### src/rtl/ahb_mtx_pkg.sv
// Shared encodings for the bus-matrix input stage: AHB transfer/burst/response
// codes and the input-hold state type.
package ahb_mtx_pkg;

    localparam logic [1:0] TRN_IDLE   = 2'b00;
    localparam logic [1:0] TRN_BUSY   = 2'b01;
    localparam logic [1:0] TRN_NONSEQ = 2'b10;
    localparam logic [1:0] TRN_SEQ    = 2'b11;

    localparam logic [2:0] BUR_SINGLE = 3'd0;
    localparam logic [2:0] BUR_INCR   = 3'd1;
    localparam logic [2:0] BUR_WRAP4  = 3'd2;
    localparam logic [2:0] BUR_INCR4  = 3'd3;
    localparam logic [2:0] BUR_WRAP8  = 3'd4;
    localparam logic [2:0] BUR_INCR8  = 3'd5;
    localparam logic [2:0] BUR_WRAP16 = 3'd6;
    localparam logic [2:0] BUR_INCR16 = 3'd7;

    localparam logic RSP_OKAY  = 1'b0;
    localparam logic RSP_ERROR = 1'b1;

    // ST_IDLE: nothing held, ST_HELD: transfer pending grant,
    // ST_ERR: first cycle of a two-cycle ERROR response was seen
    typedef enum logic [1:0] {
        ST_IDLE = 2'd0,
        ST_HELD = 2'd1,
        ST_ERR  = 2'd2
    } hold_state_t;

endpackage

### src/rtl/ahb_mtx_input_hold_hold_reg.sv
// Capture bank for one master address phase (addr/trans/write/size/burst/prot/lock).
// Loads on load, clears asynchronously to an IDLE transfer.
module ahb_mtx_hold_reg
    import ahb_mtx_pkg::*;
#(
    parameter int ADDR_WIDTH = 32
) (
    input  logic                  HCLK,
    input  logic                  HRESETn,
    input  logic                  load,
    input  logic [ADDR_WIDTH-1:0] addr_d,
    input  logic [1:0]            trans_d,
    input  logic                  write_d,
    input  logic [2:0]            size_d,
    input  logic [2:0]            burst_d,
    input  logic [3:0]            prot_d,
    input  logic                  mastlock_d,
    output logic [ADDR_WIDTH-1:0] addr_q,
    output logic [1:0]            trans_q,
    output logic                  write_q,
    output logic [2:0]            size_q,
    output logic [2:0]            burst_q,
    output logic [3:0]            prot_q,
    output logic                  mastlock_q
);

    // Capture the live address-phase controls when the stage must hold them
    always_ff @(posedge HCLK or negedge HRESETn) begin
        if (!HRESETn) begin
            addr_q     <= '0;
            trans_q    <= TRN_IDLE;
            write_q    <= 1'b0;
            size_q     <= '0;
            burst_q    <= BUR_SINGLE;
            prot_q     <= '0;
            mastlock_q <= 1'b0;
        end else if (load) begin
            addr_q     <= addr_d;
            trans_q    <= trans_d;
            write_q    <= write_d;
            size_q     <= size_d;
            burst_q    <= burst_d;
            prot_q     <= prot_d;
            mastlock_q <= mastlock_d;
        end
    end

endmodule

### src/rtl/ahb_mtx_input_hold.sv
// Bus-matrix input stage: holds an address phase the output stage could not take,
// replays it until granted while stalling the master, and routes the owning
// output stage's data-phase response back to the master.
// Optional: AHB_MTX_ERR_CANCEL_EN drops a held transfer when the master goes
// IDLE during the second cycle of an ERROR response.
module ahb_mtx_input_hold
    import ahb_mtx_pkg::*;
#(
    parameter int ADDR_WIDTH = 32
) (
    input  logic                  HCLK,
    input  logic                  HRESETn,
    input  logic                  HSELS,
    input  logic [ADDR_WIDTH-1:0] HADDRS,
    input  logic [1:0]            HTRANSS,
    input  logic                  HWRITES,
    input  logic [2:0]            HSIZES,
    input  logic [2:0]            HBURSTS,
    input  logic [3:0]            HPROTS,
    input  logic                  HMASTLOCKS,
    input  logic                  HREADYS,
    input  logic                  active_trans,
    input  logic                  HREADYM,
    input  logic                  dp_active,
    input  logic                  HREADYOUTM,
    input  logic                  HRESPM,
    output logic                  sel_in,
    output logic [ADDR_WIDTH-1:0] addr_in,
    output logic [1:0]            trans_in,
    output logic                  write_in,
    output logic [2:0]            size_in,
    output logic [2:0]            burst_in,
    output logic [3:0]            prot_in,
    output logic                  mastlock_in,
    output logic                  held_tran,
    output logic                  HREADYOUTS,
    output logic                  HRESPS
);

    hold_state_t state_q, state_d;
    logic        held_d;
    logic        load, accept, err_cycle1, capture;

    logic [ADDR_WIDTH-1:0] h_addr;
    logic [1:0]            h_trans;
    logic                  h_write;
    logic [2:0]            h_size;
    logic [2:0]            h_burst;
    logic [3:0]            h_prot;
    logic                  h_mastlock;

    assign load       = HSELS & HREADYS & HTRANSS[1];
    assign accept     = active_trans & HREADYM;
    assign err_cycle1 = dp_active & (HRESPM == RSP_ERROR) & ~HREADYOUTM;
    // The master is stalled while held, so only a fresh address phase is captured
    assign capture    = load & ~accept & ~held_tran;

    ahb_mtx_hold_reg #(
        .ADDR_WIDTH (ADDR_WIDTH)
    ) u_hold_reg (
        .HCLK       (HCLK),
        .HRESETn    (HRESETn),
        .load       (capture),
        .addr_d     (HADDRS),
        .trans_d    (HTRANSS),
        .write_d    (HWRITES),
        .size_d     (HSIZES),
        .burst_d    (HBURSTS),
        .prot_d     (HPROTS),
        .mastlock_d (HMASTLOCKS),
        .addr_q     (h_addr),
        .trans_q    (h_trans),
        .write_q    (h_write),
        .size_q     (h_size),
        .burst_q    (h_burst),
        .prot_q     (h_prot),
        .mastlock_q (h_mastlock)
    );

    // State and held flag registers
    always_ff @(posedge HCLK or negedge HRESETn) begin
        if (!HRESETn) begin
            state_q   <= ST_IDLE;
            held_tran <= 1'b0;
        end else begin
            state_q   <= state_d;
            held_tran <= held_d;
        end
    end

    // Next held flag and state; ST_ERR keeps the held flag separately because
    // a transfer may or may not be pending while an ERROR response completes
    always_comb begin
        held_d = held_tran;
        unique case (state_q)
            ST_IDLE: held_d = load & ~accept;
            ST_HELD: held_d = ~accept;
            ST_ERR: begin
                if (held_tran) begin
`ifdef AHB_MTX_ERR_CANCEL_EN
                    held_d = ~accept & (HTRANSS != TRN_IDLE);
`else
                    held_d = ~accept;
`endif
                end else begin
                    held_d = load & ~accept;
                end
            end
            default: held_d = 1'b0;
        endcase
        state_d = err_cycle1 ? ST_ERR : (held_d ? ST_HELD : ST_IDLE);
    end

    // Master response routing and address-phase mux toward the arbiters
    always_comb begin
        HREADYOUTS  = 1'b1;
        HRESPS      = RSP_OKAY;
        sel_in      = 1'b0;
        addr_in     = '0;
        trans_in    = TRN_IDLE;
        write_in    = 1'b0;
        size_in     = '0;
        burst_in    = BUR_SINGLE;
        prot_in     = '0;
        mastlock_in = 1'b0;
        if (dp_active) begin
            HREADYOUTS = HREADYOUTM;
            HRESPS     = HRESPM;
        end else if (held_tran) begin
            HREADYOUTS = 1'b0;
        end
        if (held_tran) begin
            sel_in      = 1'b1;
            addr_in     = h_addr;
            trans_in    = h_trans;
            write_in    = h_write;
            size_in     = h_size;
            burst_in    = h_burst;
            prot_in     = h_prot;
            mastlock_in = h_mastlock;
        end else if (HSELS) begin
            sel_in      = HREADYS;
            addr_in     = HADDRS;
            trans_in    = HTRANSS;
            write_in    = HWRITES;
            size_in     = HSIZES;
            burst_in    = HBURSTS;
            prot_in     = HPROTS;
            mastlock_in = HMASTLOCKS;
        end
    end

endmodule
### config.mk
export PLATFORM = sky130hd
export DESIGN_NAME = ahb_mtx_input_hold
export DESIGN_NICKNAME = d
export VERILOG_FILES = /design/src/rtl/ahb_mtx_pkg.sv /design/src/rtl/ahb_mtx_input_hold_hold_reg.sv /design/src/rtl/ahb_mtx_input_hold.sv
export SDC_FILE = /design/constraint.sdc
export NUM_CORES = 1
export LEC_CHECK = 0
export BUFFER_PORTS_ARGS = -buffer_cell sky130_fd_sc_hd__buf_2
export CAP_MARGIN = 20
export CORE_MARGIN = 3
export CORE_UTILIZATION = 51
export CTS_CLUSTER_SIZE = 8
export DETAILED_ROUTE_END_ITERATION = 8
export GPL_TIMING_DRIVEN = 0
export PLACE_DENSITY = 0.93
export SLEW_MARGIN = 10
export SYNTH_ARGS = -nofsm -noshare
export SYNTH_HDL_FRONTEND = slang
export SYNTH_SLANG_ARGS = --single-unit
### constraint.sdc
create_clock -name HCLK -period 3.8 [get_ports HCLK]
set_clock_uncertainty 0.2 [all_clocks]
set_input_delay 1.14 -clock HCLK [delete_from_list [all_inputs] [get_ports HCLK]]
set_output_delay 1.14 -clock HCLK [all_outputs]
set_load 0.05 [all_outputs]
### After elaboration in Yosys (flattened, before gate mapping)

Index checks and enable logic that the tools add are counted.

| word-level totals | value |
|---|---|
| latch bits | 0 |
| logic and storage cells | 45 |
| memory bits (read-only) | 0 |
| bits in registers | 49 |
| memory bits (writable) | 0 |
| output and inout port bits | 50 |
| memories kept | 0 |
| input bits | 55 |

| cells by class | value |
|---|---|
| bitwise gates (word level) | 10 |
| $mul | 0 |
| magnitude comparators | 0 |
| equality and inequality tests | 2 |
| shift-type cells | 0 |
| mux-type cells | 23 |
| reductions and logical operators | 1 |
| div/mod/pow operators | 0 |
| $add $sub $neg | 0 |

Operator list:

| kind | number |
|---|---|
| 32-bit 2-to-1 mux | 2 |
| 3-bit 2-to-1 mux | 4 |
| 1-bit 2-to-1 mux | 11 |
| 4-bit 2-to-1 mux | 2 |
| 1-bit AND | 7 |
| 2-bit 2-to-1 mux | 3 |
| 1-bit NOT | 3 |
| 1-bit case mux with 3 select lines | 1 |
| 2-bit by 1-bit equality test with 1-bit output (second input constant) | 1 |
| 2-bit equality test (second input constant) | 1 |
| 2-bit logical NOT | 1 |

### Longest topological paths before layout

| depth | value |
|---|---|
| word-level depth | 7 |
| gate-level depth with buffers | 5 |
| mapped depth without buffers | 3 |

### Hierarchy

Synthesis repeated with hierarchy kept, for this count alone.

| unflattened totals | value |
|---|---|
| cell total of the unflattened synthesis | 172 |
| area, all modules | 2610.0 um^2 |

By module, submodules not included:

| module | area an instance (um^2) | cells each | seq. area each (um^2) | instances |
|---|---|---|---|---|
| ahb_mtx_hold_reg | 1910.6 | 97 | 1151.1 | 1 |
| ahb_mtx_input_hold | 699.4 | 75 | 75.1 | 1 |

### Worst setup path after synthesis

No wires, ideal clock.

| timing | value |
|---|---|
| path type | input to output |
| start point | in HSELS |
| end point | out addr_in[28] |
| buffers on the path | 0 |
| path slack | 0.198 ns |
| data required time | 2.460 ns |
| stages | 2 |
| data arrival time | 2.262 ns |
| path through | nand2_1 o21ai_0 |

| on the way | value |
|---|---|
| cells in the longest elaborated chain, start to end | 2 |

RTL lines:

| what | RTL line | source |
|---|---|---|
| start, declared | ahb_mtx_input_hold.sv:13 | `input logic HSELS,` |
| 32-bit 2-to-1 mux | ahb_mtx_input_hold.sv:141 | `end else if (HSELS) begin` |
| 32-bit 2-to-1 mux | ahb_mtx_input_hold.sv:132 | `if (held_tran) begin` |
| end, declared | ahb_mtx_input_hold.sv:28 | `output logic [ADDR_WIDTH-1:0] addr_in,` |

Every way passes these cells.

### Worst setup path after layout

| timing | value |
|---|---|
| start point | in HSELS |
| end point | out addr_in[21] |

Same word-level chain as after synthesis.

==> results.toml <==
[drt]
routedWlPerCell_microns = 15.9
drt_first_pass_iters = 4
drt-initial-drc-count = 68
num_vias = 1850
final_antenna_net_count = 0
routed_wl_microns = 5580
post-route-drc-count = 0
viasPerCell = 5.27

[layout]
final_layout_size_suffix_gt1_share_pct = 59.8
nets = 340
area_growth_pct = 30.5
stdcell_area_sq_mm = 0.00323
post-route-util_pct = 71.3
fin_cells = 351
diodes = 0

[placement]
dp_cells = 342
post_dp_cell_area_sq_mm = 0.00308
dp_slack_ps = 190
gp_congestion = 0.724
io_buffers = 104
dp_hpwl_microns = 4140

[floorplan]
initial_core_util_pct = 54.6
core_sq_mm = 0.00453
ios = 105
die_w_microns = 75.7
die_area_sq_mm = 0.00573
rows = 24
die_h_microns = 75.7

[timing]
finalHoldViolCount = 0
tightest_slew_ps = 463
period_share_pct = 94.8
rsz0062_at_grt = "no"
fin_crit_ps = 3600
relSlewSlack_pct = 69.1
setup_ws_ps = 199
hold_slack_ps = 285
timing.fmax_mhz = 278
fin_tns_setup_ps = 0
maxSlewViolCount = 0
setup_viol = 0

[synthesis]
synth-main-ff-cell = "dfrtp_1"
synth_top_area_share_pct = 49.5
syn_area_per_cell_sq_um = 14.3
synth.yosys.warnings = 0
synth_area_sq_mm = 0.00248
async_flop_share_pct = 100
ys_ff_latch = 49
synth_area_leader_cell = "dfrtp_1"
synth_edf_count = 0
synthTopCellsByArea = "dfrtp_1 49%, mux2_4 24%, a22o_1 16%"
synth.distinct_cells = 19
postSynthCellCount = 173
yosysMostFrequentCell = "dfrtp_1"
ys_top_cells_by_count = "49 x dfrtp_1, 45 x a22o_1, 39 x mux2_4"
ys_seq_area_share_pct = 49.5
syn_nets = 228

[setup_path]
slowest_delay_ps = 260
slowest_stage = "buf_2"
critPathTopFamily = "buffers and inverters"
start_kind = "primary input"
end_kind = "primary output"
cp_max_fo = 10
crit_path_frequent_cell = "buf_2"
crit_chain = "buf_2 > nor2b_1 > buf_2 > buf_2 > a22o_1 > buf_2"
crit_type = "primary input to primary output"
crit_arrival_ps = 2260
required_ps = 2460
worst-path-buf-inv = 4

[power]
power_density_mw_per_mm2 = 606
leakagePower_nw = 1.79
power_mw = 1.96
ir_drop_mv = 0.327

[run_status]
status = "completed"

[clock_network]
cts_resized = 0
ctsHoldBuffers = 0
clockRootBuffer = "clkbuf_8"
postCtsSetupBuffers = 0
cts.sinks = 49
clk_path_buf_depth = 2
cts_htree_levels = 2
cts_tree = "built"
cts_buffers = 5
path_clk_slew_ps = 80
clk_latency_ps = 290

[grt]
antenna_found_initial = 0
grt_pass1_wl_microns = 8710
grt_max_degree = 50
gr-total-overflow = 0
grt_pass1_vias = 1857
grt_usage_pct = 20.1

[flow_run]
cap_violations = 0

[hold_path]
hold_class = "register to register"
[kinds of logic (layout without fill, tap and decap cells)]
logic type | count (synthesis) | after routing | share of synthesized area, %
multiplexers | 45 | 45 | 26.4
AND/OR/NAND/NOR | 13 | 13 | 2.88
AO/OA/AOI/OAI | 51 | 51 | 17.5
flip-flops | 49 | 49 | 49.5
buffers and inverters | 15 | 128 | 3.79
[sequential cells by signal, indices dropped and copies added (netlist names)]
signal,flops
u_hold_reg.trans_q,2
u_hold_reg.size_q,3
held_tran,1
u_hold_reg.burst_q,3
u_hold_reg.addr_q,32
u_hold_reg.write_q,1
u_hold_reg.prot_q,4
u_hold_reg.mastlock_q,1
state_q,2
[report_power, final]
| group | total [mW] | switching (mW) | internal (mW) |
|---|---|---|---|
| clock network | 0.430 | 0.169 | 0.261 |
| logic | 0.790 | 0.471 | 0.319 |
| registers | 0.738 | 0.0789 | 0.659 |
[worst paths after layout]
| path | cells after the start | endpoint | from | slack (ps) |
|---|---|---|---|---|
| min | 1 | u_hold_reg.trans_q[1]$_DFFE_PN0P_ | u_hold_reg.trans_q[1]$_DFFE_PN0P_ | 290 |
| min reg2reg | 1 | u_hold_reg.trans_q[1]$_DFFE_PN0P_ | u_hold_reg.trans_q[1]$_DFFE_PN0P_ | 290 |
| max | 6 | addr_in[21] | HSELS | 200 |
| max reg2reg | 5 | u_hold_reg.size_q[2]$_DFFE_PN0P_ | held_tran$_DFF_PN0_ | 2120 |
| max in group asynchronous | 2 | state_q[1]$_DFF_PN0_ | HRESETn | 2310 |
| min in group asynchronous | 1 | u_hold_reg.addr_q[0]$_DFFE_PN0P_ | HRESETn | 570 |
[layout make-up]
type | instances | area (sq um)
plain buffers | 15 | 93.8
clock buffers | 5 | 68.8
clock inverters | 3 | 65.1
fillers | 313 | 1300
multi-input cells | 109 | 1160
flip-flops and latches | 49 | 1230
well taps | 65 | 81.3
repair buffers | 105 | 541
[cells in the final DEF (no fill, tap or decap)]
cell / n
bufinv_16: 2
nand2b_1: 1
and3_2: 1
nand2_4: 1
mux2_2: 6
buf_12: 1
a211oi_1: 1
buf_6: 4
clkbuf_8: 5
clkinv_2: 1
a21oi_2: 1
nor2_1: 1
and2_1: 1
nor2b_1: 2
a21o_1: 1
o21ai_0: 3
dfrtp_1: 49
a22o_1: 45
mux2_4: 39
nor3_1: 1
buf_2: 110
clkbuf_1: 5
nand2_1: 5
[per-layer routing]
metal | GRT usage (%) | share of wire, % | vias to the layer above
li1 | - | - | 880
met1 | 24.1 | 43 | 896
met2 | 35.4 | 49 | 67
met3 | 5.67 | 6.6 | 7
met4 | 5.63 | 1.1 | 0
met5 | 0 | 0 | -
Note: power is estimated with default switching activity, not from simulation.
